### src/rtl/multicycle_chunk_adder_pkg.sv
// Shared types and helpers for the chunked multi-cycle adder.
package multicycle_chunk_adder_pkg;

    typedef enum logic [1:0] {
        ST_IDLE = 2'd0,
        ST_RUN  = 2'd1,
        ST_DONE = 2'd2
    } state_t;

    // Chunk index counter width; never narrower than one bit so NCHUNK=1 still has a register.
    function automatic int idx_width(input int nchunk);
        return (nchunk > 1) ? $clog2(nchunk) : 1;
    endfunction

endpackage

### src/rtl/multicycle_chunk_adder_chunk.sv
// Single-bit full adder and the CHUNK-bit combinational ripple built from it.
module full_adder (
    input  logic a,
    input  logic b,
    input  logic c_in,
    output logic s,
    output logic c_out
);
    assign s     = a ^ b ^ c_in;
    assign c_out = (a & b) | (c_in & (a ^ b));
endmodule

module chunk_adder #(
    parameter int CHUNK = 8
) (
    input  logic [CHUNK-1:0] a,
    input  logic [CHUNK-1:0] b,
    input  logic             c_in,
    output logic [CHUNK-1:0] sum,
    output logic             c_out,
    output logic             c_msb_in
);
    logic [CHUNK:0] carry;

    assign carry[0] = c_in;

    for (genvar i = 0; i < CHUNK; i++) begin : g_bit
        full_adder u_fa (
            .a     (a[i]),
            .b     (b[i]),
            .c_in  (carry[i]),
            .s     (sum[i]),
            .c_out (carry[i+1])
        );
    end

    assign c_out    = carry[CHUNK];
    assign c_msb_in = carry[CHUNK-1];
endmodule

### src/rtl/multicycle_chunk_adder.sv
// Multi-cycle add/subtract: one CHUNK-bit slice per clock with the carry held in a register.
//
// state   | meaning
// IDLE    | waiting for an operand set; in_ready=1
// RUN     | adding chunk idx, carry_reg feeds the next chunk
// DONE    | result presented with out_valid until out_ready
module multicycle_chunk_adder
    import multicycle_chunk_adder_pkg::*;
#(
    parameter int WIDTH = 32,
    parameter int CHUNK = 8
) (
    input  logic             clk,
    input  logic             rst,
    input  logic             in_valid,
    output logic             in_ready,
    input  logic [WIDTH-1:0] a,
    input  logic [WIDTH-1:0] b,
    input  logic             c_in,
    input  logic             sub,
    output logic             out_valid,
    input  logic             out_ready,
    output logic [WIDTH-1:0] sum,
    output logic             c_out,
    output logic             ovf
);
    localparam int NCHUNK = WIDTH / CHUNK;
    localparam int IW     = idx_width(NCHUNK);
    localparam logic [IW-1:0] LAST_IDX = IW'(NCHUNK - 1);

    state_t           state;
    logic [IW-1:0]    idx;
    logic [WIDTH-1:0] a_l;
    logic [WIDTH-1:0] b_l;
    logic             carry_reg;

    logic [CHUNK-1:0] a_chunk;
    logic [CHUNK-1:0] b_chunk;
    logic [CHUNK-1:0] s_chunk;
    logic             chunk_cout;
    logic             chunk_msb_in;

    assign in_ready = (state == ST_IDLE);

    always_comb begin
        a_chunk = '0;
        b_chunk = '0;
        for (int i = 0; i < NCHUNK; i++) begin
            if (idx == IW'(i)) begin
                a_chunk = a_l[i*CHUNK +: CHUNK];
                b_chunk = b_l[i*CHUNK +: CHUNK];
            end
        end
    end

    chunk_adder #(.CHUNK(CHUNK)) u_chunk (
        .a        (a_chunk),
        .b        (b_chunk),
        .c_in     (carry_reg),
        .sum      (s_chunk),
        .c_out    (chunk_cout),
        .c_msb_in (chunk_msb_in)
    );

    // Operand registers are deliberately left out of reset; they are reloaded on every accept.
    always_ff @(posedge clk) begin
        if (rst) begin
            state     <= ST_IDLE;
            idx       <= '0;
            carry_reg <= 1'b0;
            out_valid <= 1'b0;
            sum       <= '0;
            c_out     <= 1'b0;
            ovf       <= 1'b0;
        end else begin
            case (state)
                ST_IDLE: begin
                    if (in_valid) begin
                        a_l       <= a;
                        b_l       <= b ^ {WIDTH{sub}};
                        carry_reg <= sub | c_in;
                        idx       <= '0;
                        state     <= ST_RUN;
                    end
                end
                ST_RUN: begin
                    for (int i = 0; i < NCHUNK; i++) begin
                        if (idx == IW'(i)) begin
                            sum[i*CHUNK +: CHUNK] <= s_chunk;
                        end
                    end
                    carry_reg <= chunk_cout;
                    if (idx == LAST_IDX) begin
                        idx       <= '0;
                        c_out     <= chunk_cout;
                        ovf       <= chunk_cout ^ chunk_msb_in;
                        out_valid <= 1'b1;
                        state     <= ST_DONE;
                    end else begin
                        idx <= idx + 1'b1;
                    end
                end
                ST_DONE: begin
                    if (out_ready) begin
                        out_valid <= 1'b0;
                        state     <= ST_IDLE;
                    end
                end
                default: begin
                    out_valid <= 1'b0;
                    state     <= ST_IDLE;
                end
            endcase
        end
    end
endmodule

### config.mk
export PLATFORM = sky130hd
export DESIGN_NAME = multicycle_chunk_adder
export DESIGN_NICKNAME = d
export VERILOG_FILES = /design/src/rtl/multicycle_chunk_adder_pkg.sv /design/src/rtl/multicycle_chunk_adder_chunk.sv /design/src/rtl/multicycle_chunk_adder.sv
export SDC_FILE = /design/constraint.sdc
export NUM_CORES = 1
export LEC_CHECK = 0
export CORE_UTILIZATION = 35
export CTS_CLUSTER_DIAMETER = 150
export DETAILED_ROUTE_END_ITERATION = 8
export PLACE_DENSITY = 0.64
export SYNTH_ARGS = -nofsm -noshare
export SYNTH_HDL_FRONTEND = slang
export SYNTH_SLANG_ARGS = --single-unit
### constraint.sdc
create_clock -name clk -period 8.9 [get_ports clk]
set_input_delay 1.335 -clock clk [delete_from_list [all_inputs] [get_ports clk]]
set_output_delay 1.335 -clock clk [all_outputs]
set_load 0.05 [all_outputs]
; ---- Word-level counts from Yosys, hierarchy flattened
; Index checks and enable logic that the tools add are counted.
[classes]
addsub = 1
n_mul = 0
n_div = 0
magnitude_cmp = 0
n_eq_ne = 8
n_shift = 0
muxes = 20
bitwise_logic = 45
n_reduce_logical = 11
[ops]
columns = cell, n
row1 = 8-bit 2-to-1 mux, 8
row2 = 32-bit XOR, 1
row3 = 1-bit XOR, 17
row4 = 1-bit AND, 16
row5 = 2-bit 2-to-1 mux, 5
row6 = 2-bit AND reduction, 5
row7 = 1-bit OR, 9
row8 = 3-bit AND reduction, 3
row9 = 2-bit equality test (second input constant), 3
row10 = 2-bit != test (second input constant), 3
row11 = 2-bit one-hot mux with 3 select lines, 1
row12 = 2-bit by 1-bit equality test with 1-bit output (second input constant), 2
row13 = 2-bit logical NOT, 2
row14 = 2-bit one-hot mux with 2 select lines, 1
row15 = 1-bit 2-to-1 mux, 3
row16 = 1-bit one-hot mux with 3 select lines, 1
row17 = 2-bit by 1-bit adder with 2-bit output (second input constant), 1
row18 = 1-bit NOT, 2
row19 = 1-bit one-hot mux with 2 select lines, 1
row20 = 2-bit nonzero test, 1
[word_totals]
ff_bits = 104
latch_bits = 0
ram_bits = 0
rom_bits = 0
memories = 0

; ---- Depth between registers and ports, before layout
; Gate-level depths: netlist of the first run.
[logic_depth]
word_depth = 23
depth_mapped = 20
depth_no_buf = 18

; ---- By module
; Synthesis of the first run repeated with hierarchy kept, for this count alone.
[hier_totals]
hier_cells = 374
area_unflattened_um2 = 4531.8
[modules_own_cells]
columns = module, n_inst, cells_each, area_each_um2, seq_area_each_um2
row1 = multicycle_chunk_adder, 1, 366, 4371.7, 2722.6
row2 = full_adder, 8, 1, 20.0, 0.0

; ---- Worst setup path before layout of the first run
; Ideal clock, no wire load.
[synth_timing]
path_type = input -> register
start = input port rst
end = register a_l[0] (enable)
arrival_ns = 6.127
setup_slack_ns = 2.208
cell_stages = 3
path_cell_list = clkbuf_1 > buf_1 > nor3_1
[synth_via]
elab_chain_cells = 2
[synth_lines]
columns = element, line
row1 = start: declaration, multicycle_chunk_adder.sv:14  ; input logic rst,
row2 = 1-bit NOT (no source line), n/a
row3 = 3-bit AND reduction (no source line), n/a
row4 = end signal: assignment, multicycle_chunk_adder.sv:79  ; a_l <= a;
row5 = end: declaration, multicycle_chunk_adder.sv:33  ; logic [WIDTH-1:0] a_l;
; No other way between the ends.
; A chain may end at the register's enable or synchronous reset.

; ---- Final worst setup path of the first run
[layout_timing]
start = register idx[0]
end = register sum[7]
[layout_via]
elab_chain_cells = 21
word_cells_on_any_way = 43
cone_classes = 3 x eq/ne / 8 x mux / 30 x bitwise / 2 x reduce/logical
[layout_lines]
columns = element, line
row1 = start: declaration, multicycle_chunk_adder.sv:32  ; logic [IW-1:0] idx;
row2 = start signal: assignment, multicycle_chunk_adder.sv:100  ; idx <= idx + 1'b1;
row3 = 2-bit logical NOT, multicycle_chunk_adder.sv:49  ; if (idx == IW'(i)) begin
row4 = 8-bit 2-to-1 mux (4 in a row), multicycle_chunk_adder.sv:49
row5 = 1-bit XOR, multicycle_chunk_adder_chunk.sv:10  ; assign c_out = (a & b) | (c_in & (a ^ b));
row6 = 1-bit AND, multicycle_chunk_adder_chunk.sv:10
row7 = 1-bit OR, multicycle_chunk_adder_chunk.sv:10
row8 = 1-bit AND, multicycle_chunk_adder_chunk.sv:10
row9 = 1-bit OR, multicycle_chunk_adder_chunk.sv:10
row10 = 1-bit AND, multicycle_chunk_adder_chunk.sv:10
row11 = [... 3 more ...], n/a
row12 = 1-bit AND, multicycle_chunk_adder_chunk.sv:10
row13 = 1-bit OR, multicycle_chunk_adder_chunk.sv:10
row14 = 1-bit AND, multicycle_chunk_adder_chunk.sv:10
row15 = 1-bit OR, multicycle_chunk_adder_chunk.sv:10
row16 = 1-bit AND, multicycle_chunk_adder_chunk.sv:10
row17 = 1-bit OR, multicycle_chunk_adder_chunk.sv:10
row18 = 1-bit XOR *, multicycle_chunk_adder_chunk.sv:9  ; assign s = a ^ b ^ c_in;
row19 = named net u_chunk.g_bit[7].u_fa.s, multicycle_chunk_adder_chunk.sv:6  ; output logic s,
row20 = end signal: indexed assignment, multicycle_chunk_adder.sv:89  ; sum[i*CHUNK +: CHUNK] <= s_chunk;
row21 = end: declaration, multicycle_chunk_adder.sv:23  ; output logic [WIDTH-1:0] sum,
; The timed path passes the listed nets; every way through them passes the cells marked *.

==> results of run 1 <==
[routing by layer]
metal | wire length, µm | vias to the layer above
li1 | - | 1485
met5 | 0 | -
met2 | 4610 | 103
met4 | 108 | 0
met3 | 424 | 11
met1 | 4270 | 1410
[area by class of cell]
cell class	instances	area, µm²	share of cell area (%)
Clock buffer	9	225	3.78
Tap cell	172	215	3.61
Timing Repair Buffer	109	1080	18.1
Sequential cell	104	2720	45.7
Clock inverter	7	78.8	1.32
Inverter	20	75.1	1.26
Multi-Input combinational cell	219	1570	26.3
[layout by cell type (no fill, tap or decap), drive strengths merged, types with 3 or more instances in the layout]
master / count
a211oi: 17
a21oi: 34
a22o: 6
a22oi: 8
and3b: 4
buf: 5
clkbuf: 9
clkdlybuf4s50: 104
dfxtp: 40
edfxtp: 64
fa: 8
ha: 4
inv: 23
mux2i: 12
nand2: 26
nor2: 34
nor2b: 3
o21ai: 12
o31ai: 3
xor2: 32
[power groups by stage]
stage	sequential (mW)	combinational [mW]	clock, mW
2_1_floorplan	0.581	0.109	0
5_1_grt	0.550	0.228	0.425
3_5_place_dp	0.559	0.211	0
6_report	0.548	0.210	0.396
4_1_cts	0.548	0.212	0.406
3_3_place_gp	0.559	0.206	0
[critical path, cell delays in order (launching register included)]
cell	delay, ps
dfxtp_1	410
ha_1	790
a21oi_1	140
o21ai_0	140
a22o_1	200
fa_1	190
fa_1	190
fa_1	170
inv_1	50
fa_1	380
fa_1	400
fa_1	400
fa_1	420
inv_1	90
fa_1	480
mux2i_1	180
nor2_1	50
[worst paths after layout]
check | start | to | depth (start not counted)
min | sum[31] | sum[31] | 2
max | idx[0] | sum[7] | 16
min reg2reg | sum[31] | sum[31] | 2
max reg2reg | idx[0] | sum[7] | 16
[stage by stage]
stage / total power, mW / hold slack, ps / setup WS (ps)
floorplan: 0.690 / 488 / 2210
global placement: 0.764 / 445 / 4360
detailed placement: 0.771 / 454 / 4150
CTS: 1.17 / 463 / 4130
global route: 1.20 / 473 / 3780
finish: 1.15 / 461 / 4100
[kinds of logic (layout without fill, tap and decap cells)]
logic type / Yosys count / in the layout / synth area share (%)
compound gates: 89 / 89 / 13.5
buf+inv: 50 / 145 / 5.57
fa+ha+maj: 12 / 12 / 4.63
simple gates: 73 / 73 / 7.23
mux: 12 / 12 / 2.65
flops: 104 / 104 / 60.0
xor+xnor: 33 / 33 / 6.37
==> impl_results.rst, run 1 <==
.. list-table::
   :header-rows: 1

   * - Metric
     - Value
   * - # placed instances
     - 624
   * - Top-level port count
     - 106
   * - First-pass GRT wire length
     - 14900 µm
   * - Dpl hpwl
     - 6930 µm
   * - Die Area
     - 13400 µm²
   * - Syn Nets
     - 455
   * - Biggest regs
     - a_l (32), b_l (32), sum (32)
   * - Power per cell area
     - 194 nW/µm²
   * - Syn Area/Cell
     - 12.2 µm²
   * - All-layer global routing usage
     - 14.7%
   * - Setup tns final
     - 0 ps
   * - Critical path data arrival time
     - 5010 ps
   * - Logic gate share of total power
     - 18.2%
   * - Kind of capture point of the worst setup path
     - flip-flop
   * - Startpoint Class
     - flip-flop
   * - Busiest layer in global routing
     - met2
   * - Clock Path Buffers
     - 2
   * - Yosys reg bits
     - 104
   * - Non-filler cells in the finished layout
     - 640
   * - Core ar.
     - 12600 µm²
   * - Fraction of the core area covered by cells at the end of the flow
     - 47.2%
   * - Switching power share of the total
     - 26.3%
   * - Placer congestion estimate
     - 0.767
   * - Num CTS Buffers
     - 9
   * - Data required time of the worst path
     - 9110 ps
   * - Fraction of met1 tracks used by global routing
     - 19.7%
   * - CTS Root Cell
     - clkbuf_16
   * - Transition time at the pin with the least slew margin
     - 918 ps
   * - Most frequent cell after synthesis
     - edfxtp_1
   * - Starting density of the core
     - 36.0%
   * - Worst setup path category
     - reg -> reg
   * - Number of synthesized flops with an enable pin
     - 64
   * - Number of distinct library cells after synthesis
     - 36
   * - Max-Slew Margin vs Limit
     - 38.8%
   * - Post-synthesis cell area
     - 4540 µm²
   * - TritonCTS Sinks
     - 104
   * - DRT iter0 DRCs
     - 156
   * - Synthesized netlist cell count
     - 373
   * - Leakage power of the design
     - 2.10 nW
   * - Total wire length after detailed routing
     - 9400 µm
   * - Count of input and output buffers
     - 105
   * - Cell types with the largest area share after synthesis
     - edfxtp_1 (42%), dfxtp_1 (18%), xor2_1 (6.2%), a21oi_1 (3.8%), fa_1 (3.5%)
   * - TritonCTS clock tree
     - yes
   * - Clock Power Share
     - 34.3%
   * - Horizontal die dimension
     - 116 µm
   * - Setup repair after global routing missed its margin
     - no
   * - GRT overflow
     - 0
   * - Antenna violations before repair
     - 0
   * - Kind of path behind the tightest hold check
     - reg -> reg
   * - Vias post-DR
     - 3009
   * - Number of maximum-capacitance violations
     - 0
   * - Setup Buffers After CTS
     - 0
   * - Largest net degree at the start of global routing
     - 65
   * - Final critical-path required period
     - 4800 ps
   * - Clock tree skew after final layout
     - 6.37 ps
   * - Share of async-settable or async-resettable flops after synthesis
     - 0%
   * - DR WL/cell
     - 14.7 µm
   * - Antenna cells
     - 0
   * - Clock Pin Slew Worst Setup and Hold Paths
     - 70 ps
   * - Count of hold buffers inserted by post-cts repair
     - 0
   * - Top post-synthesis cells by count
     - edfxtp_1 (64), dfxtp_1 (40), a21oi_1 (34)
   * - Hold violation total from the final report
     - 0
   * - Cell internal pwr
     - 0.850 mW
   * - Final setup fails
     - 0
   * - Post-DRT Antenna Nets
     - 0
   * - Area grow syn2layout
     - 31.4%
   * - Total iterations of the first detailed-routing run
     - 4
   * - Number of max-slew violations in the final report
     - 0
   * - Cell area after layout
     - 5960 µm²
   * - Period utilisation layout
     - 53.9%
   * - Synth area leader
     - edfxtp_1
   * - Clock network latency to the later pin of the worst-skew pair
     - 340 ps
   * - Outcome
     - finished, final reports clean
   * - Post-DP Area
     - 5660 µm²
   * - H-tree Lvls
     - 3
   * - Met2 demand-to-capacity share in global routing
     - 24.5%
   * - Top-area cell type share of the netlist area
     - 42.4%
   * - Synth Warn #
     - 0
   * - Vias in the first global route
     - 2992
   * - Net load switching power
     - 0.304 mW
   * - Share of layout cells above drive strength 1
     - 7.05%
   * - Floorplan row count
     - 41
   * - Seq/Total Area, Yosys
     - 60.0%
   * - GR met3 Demand/Resource
     - 2.98%
   * - Fmax
     - 208 MHz
   * - Slack of the worst reg-to-reg path
     - 4100 ps
   * - Fill cell instance count of the final layout
     - 1199
   * - Die height
     - 116 µm
   * - Seq pwr share
     - 47.5%
   * - Drt drc
     - 0
   * - Vias per cell
     - 4.70
   * - Number of gates resized after CTS
     - 0
   * - Prevailing post-synth register cell
     - edfxtp_1
   * - Count of nets after finishing
     - 545
   * - Crit-path max FO
     - 30
   * - IR Drop Worst-Case VDD
     - 115 µV
(Power assumes the default switching activity.)
==> run 2, diff against run 1 <==
Settings changed: PLACE_DENSITY 0.64 to 0.67.
Clock period 8.9 ns to 3.85 ns, I/O delays scaled along.
==> impl_results.rst, run 2 (synthesis gave the netlist of run 1 again) <==
.. list-table::
   :header-rows: 1

   * - Metric
     - Value
   * - Outcome
     - finished, violations left
   * - Violated checks
     - setup timing
   * - DR WL/cell
     - 15.0 µm
   * - Leakage power of the design
     - 2.18 nW
   * - Vias in the first global route
     - 2944
   * - Most common library cell in the layout ignoring fill and taps
     - clkdlybuf4s50_1
   * - Slack of the worst reg-to-reg path
     - -50 ps
   * - Die height
     - 116 µm
   * - GRT overflow
     - 0
   * - WHS
     - 462 ps
   * - Met3 wire len
     - 395 µm
   * - Cell internal pwr
     - 2.00 mW
   * - Gate family responsible for the most delay along the worst path
     - adder cells
   * - Fraction of the core area covered by cells at the end of the flow
     - 49.1%
   * - Placer congestion estimate
     - 0.776
   * - Cell seen most often among critical-path stages
     - fa_2
   * - Highest Signal Layer
     - met4
   * - Fmax
     - 257 MHz
   * - Core ar.
     - 12600 µm²
   * - Antenna violations before repair
     - 0
   * - First-pass GRT wire length
     - 15000 µm
   * - Net load switching power
     - 0.720 mW
   * - Kind of capture point of the worst setup path
     - flip-flop
   * - Data required time of the worst path
     - 4060 ps
   * - Count of hold buffers inserted by post-cts repair
     - 0
   * - Fill cell instance count of the final layout
     - 1153
   * - Met2 Routed Length
     - 4750 µm
   * - Drt drc
     - 0
   * - Area grow syn2layout
     - 36.5%
   * - Setup tns final
     - -155 ps
   * - CTS Root Cell
     - clkbuf_16
   * - Seq pwr share
     - 46.6%
   * - Vias post-DR
     - 3034
   * - Num CTS Buffers
     - 9
   * - TritonCTS Sinks
     - 104
   * - Startpoint Class
     - flip-flop
   * - Total iterations of the first detailed-routing run
     - 4
   * - Cell area after layout
     - 6190 µm²
   * - Clock Path Buffers
     - 2
   * - Dpl hpwl
     - 7060 µm
   * - Vias per cell
     - 4.64
   * - Antenna cells
     - 0
   * - CP Buf/Inv Count
     - 3
   * - Most used cells in the layout excluding fill and tap cells
     - clkdlybuf4s50_1 (104), edfxtp_1 (64), dfxtp_1 (38)
   * - Transition time at the pin with the least slew margin
     - 903 ps
   * - Cell-by-cell listing of the critical path
     - inv_4 > ha_4 > nand2_1 > o21ai_1 > a22o_1 > fa_2 > fa_2 > fa_2 > inv_2 > fa_2 > fa_2 > fa_2 > fa_2 > inv_2 > fa_2 > mux2i_1 > nor2_1
   * - Biggest regs
     - a_l (32), b_l (32), sum (32)
   * - Post-DP Area
     - 5780 µm²
   * - Number of stages on the worst hold path
     - 2
   * - Largest incremental delay on the critical path
     - 460 ps
   * - Crit-path max FO
     - 4
   * - Starting density of the core
     - 36.0%
   * - All-layer global routing usage
     - 15.0%
   * - Cell count of the worst reg-to-reg path
     - 17
   * - Total wire length after detailed routing
     - 9800 µm
   * - Setup slack after placement
     - -101 ps
   * - WHS Endpoint
     - c_out
   * - Clock network latency to the later pin of the worst-skew pair
     - 340 ps
   * - Final critical-path required period
     - 3900 ps
   * - DRT iter0 DRCs
     - 156
   * - Library cell contributing the largest single delay on the critical path
     - fa_2
   * - Number of maximum-capacitance violations
     - 0
   * - Power per cell area
     - 439 nW/µm²
   * - Final setup fails
     - 4
   * - Logic gate share of total power
     - 19.6%
   * - Clock tree skew after final layout
     - 5.15 ps
   * - Kind of path behind the tightest hold check
     - reg -> reg
   * - Period utilisation layout
     - 101%
   * - Top-level port count
     - 106
   * - Largest net degree at the start of global routing
     - 65
   * - Max-Slew Margin vs Limit
     - 39.8%
   * - Setup repair after global routing missed its margin
     - yes
   * - IR Drop Worst-Case VDD
     - 255 µV
   * - Clock Pin Slew Worst Setup and Hold Paths
     - 70 ps
   * - Number of max-slew violations in the final report
     - 0
   * - Met1 routed wirelength after detailed routing
     - 4510 µm
   * - Worst setup path category
     - reg -> reg
   * - Reg-to-reg critical path endpoint
     - sum[23]
   * - Reg-to-reg startpoint
     - idx[0]
   * - Critical path data arrival time
     - 4110 ps
   * - Start point of the worst hold path
     - c_out
   * - Share of layout cells above drive strength 1
     - 14.1%
   * - Post-DRT Antenna Nets
     - 0
   * - Count of nets after finishing
     - 559
   * - Hold violation total from the final report
     - 0
   * - Worst setup slack after layout
     - -48.3 ps
   * - Switching power share of the total
     - 26.5%
   * - Floorplan row count
     - 41
   * - H-tree Lvls
     - 3
   * - Horizontal die dimension
     - 116 µm
   * - Clock Power Share
     - 33.8%
   * - TritonCTS clock tree
     - yes
   * - Count of input and output buffers
     - 105
   * - Die Area
     - 13400 µm²
## run 2: changes by cell type in the layout (fill, tap and decap cells not counted), moves of 3 or more
| cell | change |
|---|---|
| inv_1 | -4 |
| fa_1 | -8 |
| buf_4 | +12 |
| o21ai_0 | -3 |
| o21ai_1 | +3 |
| fa_2 | +8 |
| ha_1 | -4 |
| ha_4 | +3 |
## run 2: how the worst max path moves through the flow
| stage | from | end | slack (ps) | depth (start not counted) |
|---|---|---|---|---|
| after floorplan | idx[1] | sum[15] | 4 | 19 |
| after global placement | idx[0] | ovf | 20 | 18 |
| after detailed placement | idx[0] | sum[7] | -100 | 17 |
| after CTS | idx[1] | sum[7] | -30 | 17 |
| after global routing | idx[1] | sum[7] | -160 | 17 |
| final | idx[0] | sum[23] | -50 | 17 |
## run 2: through the flow
stage | power (mW) | cells
global route | 2.82 | 654
CTS | 2.74 | 654
floorplan | 1.61 | 373
finish | 2.72 | 654
detailed placement | 1.81 | 634
global placement | 1.80 | 634
## run 2: layout make-up
type	count	area (µm²)	share of cell area, %
tap	172	215	3.48
sequential	104	2730	44.1
timing repair buffer	123	1220	19.7
multi-input combinational	219	1650	26.6
clock inverter	7	76.3	1.23
inverter	20	80.1	1.29
clock buffer	9	225	3.64
## run 2: metal layers
metal / vias to the layer above / global-route usage, %
met5: - / 0
met4: 0 / 5.04
met3: 11 / 3.03
met2: 92 / 25.5
met1: 1417 / 19.2
li1: 1514 / -
## run 2: timing repair
action | CTS | global route
cloned | 1 | 0
pin swaps | 5 | 5
setup endpoints to repair | 5 | 6
buffers inserted | 3 | 0
resized for setup | 15 | 1
## run 2: power by group through the flow
stage | Clock [mW] | Combinational (mW) | Sequential (mW)
3_5_place_dp | 0 | 0.519 | 1.29
5_1_grt | 0.976 | 0.571 | 1.27
3_3_place_gp | 0 | 0.503 | 1.29
4_1_cts | 0.940 | 0.535 | 1.27
2_1_floorplan | 0 | 0.273 | 1.34
6_report | 0.920 | 0.532 | 1.27
## run 2: tightest hold or removal path: stages, from the launching register on
cell	delay, ps
dfxtp_1	310
nand2_1	50
a21oi_1	60
==> run 3, diff against run 2 <==
Settings changed: MAX_ROUTING_LAYER set to met4.
==> impl_results.rst, run 3 (synthesis gave the netlist of run 1 again) <==
.. list-table::
   :header-rows: 1

   * - Metric
     - Value
   * - Worst setup slack after layout
     - -52.3 ps
   * - Critical path data arrival time
     - 4110 ps
   * - Largest net degree at the start of global routing
     - 65
   * - Clock network latency to the later pin of the worst-skew pair
     - 340 ps
   * - Horizontal die dimension
     - 116 µm
   * - First-pass GRT wire length
     - 15000 µm
   * - Count of hold buffers inserted by post-cts repair
     - 0
   * - Number of max-slew violations in the final report
     - 0
   * - Leakage power of the design
     - 2.18 nW
   * - Transition time at the pin with the least slew margin
     - 890 ps
   * - Setup slack after placement
     - -101 ps
   * - Slack of the worst reg-to-reg path
     - -50 ps
   * - Total wire length after detailed routing
     - 9770 µm
   * - Reg-to-reg startpoint
     - idx[0]
   * - Final setup fails
     - 4
   * - Violated checks
     - setup timing
   * - Hold violation total from the final report
     - 0
   * - H-tree Lvls
     - 3
   * - GRT overflow
     - 0
   * - End point of the critical path
     - sum[23]
   * - Vias in the first global route
     - 2940
   * - Worst setup path category
     - reg -> reg
   * - Vias post-DR
     - 3031
   * - Die height
     - 116 µm
   * - Setup crit start
     - idx[0]
   * - Fmax
     - 256 MHz
   * - Number of maximum-capacitance violations
     - 0
   * - Floorplan row count
     - 41
   * - Antenna cells
     - 0
   * - Starting density of the core
     - 36.0%
   * - Placer congestion estimate
     - 0.787
   * - DRT iter0 DRCs
     - 165
   * - Drt drc
     - 0
   * - Most used cells in the layout excluding fill and tap cells
     - clkdlybuf4s50_1 (104), edfxtp_1 (64), dfxtp_1 (38)
   * - Biggest regs
     - a_l (32), b_l (32), sum (32)
   * - Cell count of the worst reg-to-reg path
     - 17
   * - Share of layout cells above drive strength 1
     - 14.1%
   * - Die Area
     - 13400 µm²
   * - Startpoint Class
     - flip-flop
   * - Reg-to-reg critical path endpoint
     - sum[23]
   * - Clock Pin Slew Worst Setup and Hold Paths
     - 70 ps
   * - Count of input and output buffers
     - 105
   * - Count of nets after finishing
     - 559
   * - Outcome
     - finished, violations left
   * - Kind of capture point of the worst setup path
     - flip-flop
   * - Top-level port count
     - 106
   * - Period utilisation layout
     - 101%
   * - IR Drop Worst-Case VDD
     - 255 µV
   * - Clock tree skew after final layout
     - 5.05 ps
   * - TritonCTS clock tree
     - yes
   * - Area grow syn2layout
     - 36.5%
   * - Vias per cell
     - 4.63
   * - Power per cell area
     - 440 nW/µm²
   * - Max-Slew Margin vs Limit
     - 40.7%
   * - Clock Path Buffers
     - 2
   * - Crit-path max FO
     - 4
   * - CTS Root Cell
     - clkbuf_16
   * - Total iterations of the first detailed-routing run
     - 4
   * - Kind of path behind the tightest hold check
     - reg -> reg
   * - Total power
     - 2.72 mW
   * - Most common library cell in the layout ignoring fill and taps
     - clkdlybuf4s50_1
   * - Antenna violations before repair
     - 0
   * - Core ar.
     - 12600 µm²
   * - TritonCTS Sinks
     - 104
   * - Data required time of the worst path
     - 4060 ps
   * - Final critical-path required period
     - 3900 ps
   * - DR WL/cell
     - 14.9 µm
   * - Num CTS Buffers
     - 9
   * - Post-DRT Antenna Nets
     - 0
   * - Dpl hpwl
     - 7060 µm
   * - Setup repair after global routing missed its margin
     - yes
   * - All-layer global routing usage
     - 15.5%
==> run 3: cell counts in the layout (fill, tap and decap cells not counted) <==
Identical to the previous run, type by type.
==> run 3: routing by layer <==
layer  vias up  global-route usage, %  wire length [µm]
met5         -                      -                 0
met4         0                   5.04               164
met3        14                   2.88               389
met2        96                   25.4              4710
met1      1408                   19.3              4500
li1       1513                      -                 -
==> run 3: how the worst min path moves through the flow <==
| stage | to | cells after the start | from | slack (ps) |
|---|---|---|---|---|
| floorplan | idx[1] | 2 | idx[1] | 480 |
| global placement | ovf | 2 | ovf | 450 |
| detailed placement | c_out | 2 | c_out | 450 |
| CTS | sum[25] | 2 | sum[25] | 460 |
| finish | c_out | 2 | c_out | 460 |
| global route | sum[25] | 2 | sum[25] | 490 |
==> run 3: cell type report <==
cell class | count | area, µm²
multi-input combinational | 219 | 1650
inverter | 20 | 80.1
fill | 1153 | 6430
clock buffer | 9 | 225
sequential | 104 | 2730
timing repair buffer | 123 | 1220
clock inverter | 7 | 76.3
tap | 172 | 215
==> run 3: metrics by stage <==
| stage | cell area [µm²] | util (%) | instances | hold WS (ps) | setup TNS, ps |
|---|---|---|---|---|---|
| detailed placement | 5780 | 45.8 | 634 | 450 | -435 |
| CTS | 6190 | 49.0 | 654 | 461 | -72.6 |
| finish | 6190 | 49.1 | 654 | 462 | -163 |
| global route | 6190 | 49.1 | 654 | 486 | -773 |
| global placement | 5780 | 45.8 | 634 | 448 | 0 |
| floorplan | 4620 | - | 373 | 476 | 0 |
==> run 3: worst max-delay path: stages (launching register included) <==
cell and delay, ps:
dfxtp_4 370, inv_4 80, ha_4 150, nand2_1 60, o21ai_1 140, a22o_1 180, fa_2 200, fa_2 190
fa_2 200, inv_2 40, fa_2 330, fa_2 360, fa_2 350, fa_2 350, inv_2 70, fa_2 470
mux2i_1 160, nor2_1 60
==> run 3: power by group <==
group,total (mW),internal [mW],switching [mW]
Sequential,1.27,1.24,0.0253
Clock,0.922,0.512,0.411
Combinational,0.532,0.246,0.285
==> run 3: timing repair <==
item / in CTS / in global routing
buffers inserted: 3 / 0
gates resized for setup: 15 / 1
endpoints found under the setup margin: 5 / 6
gates cloned: 1 / 0
pin swaps: 5 / 6
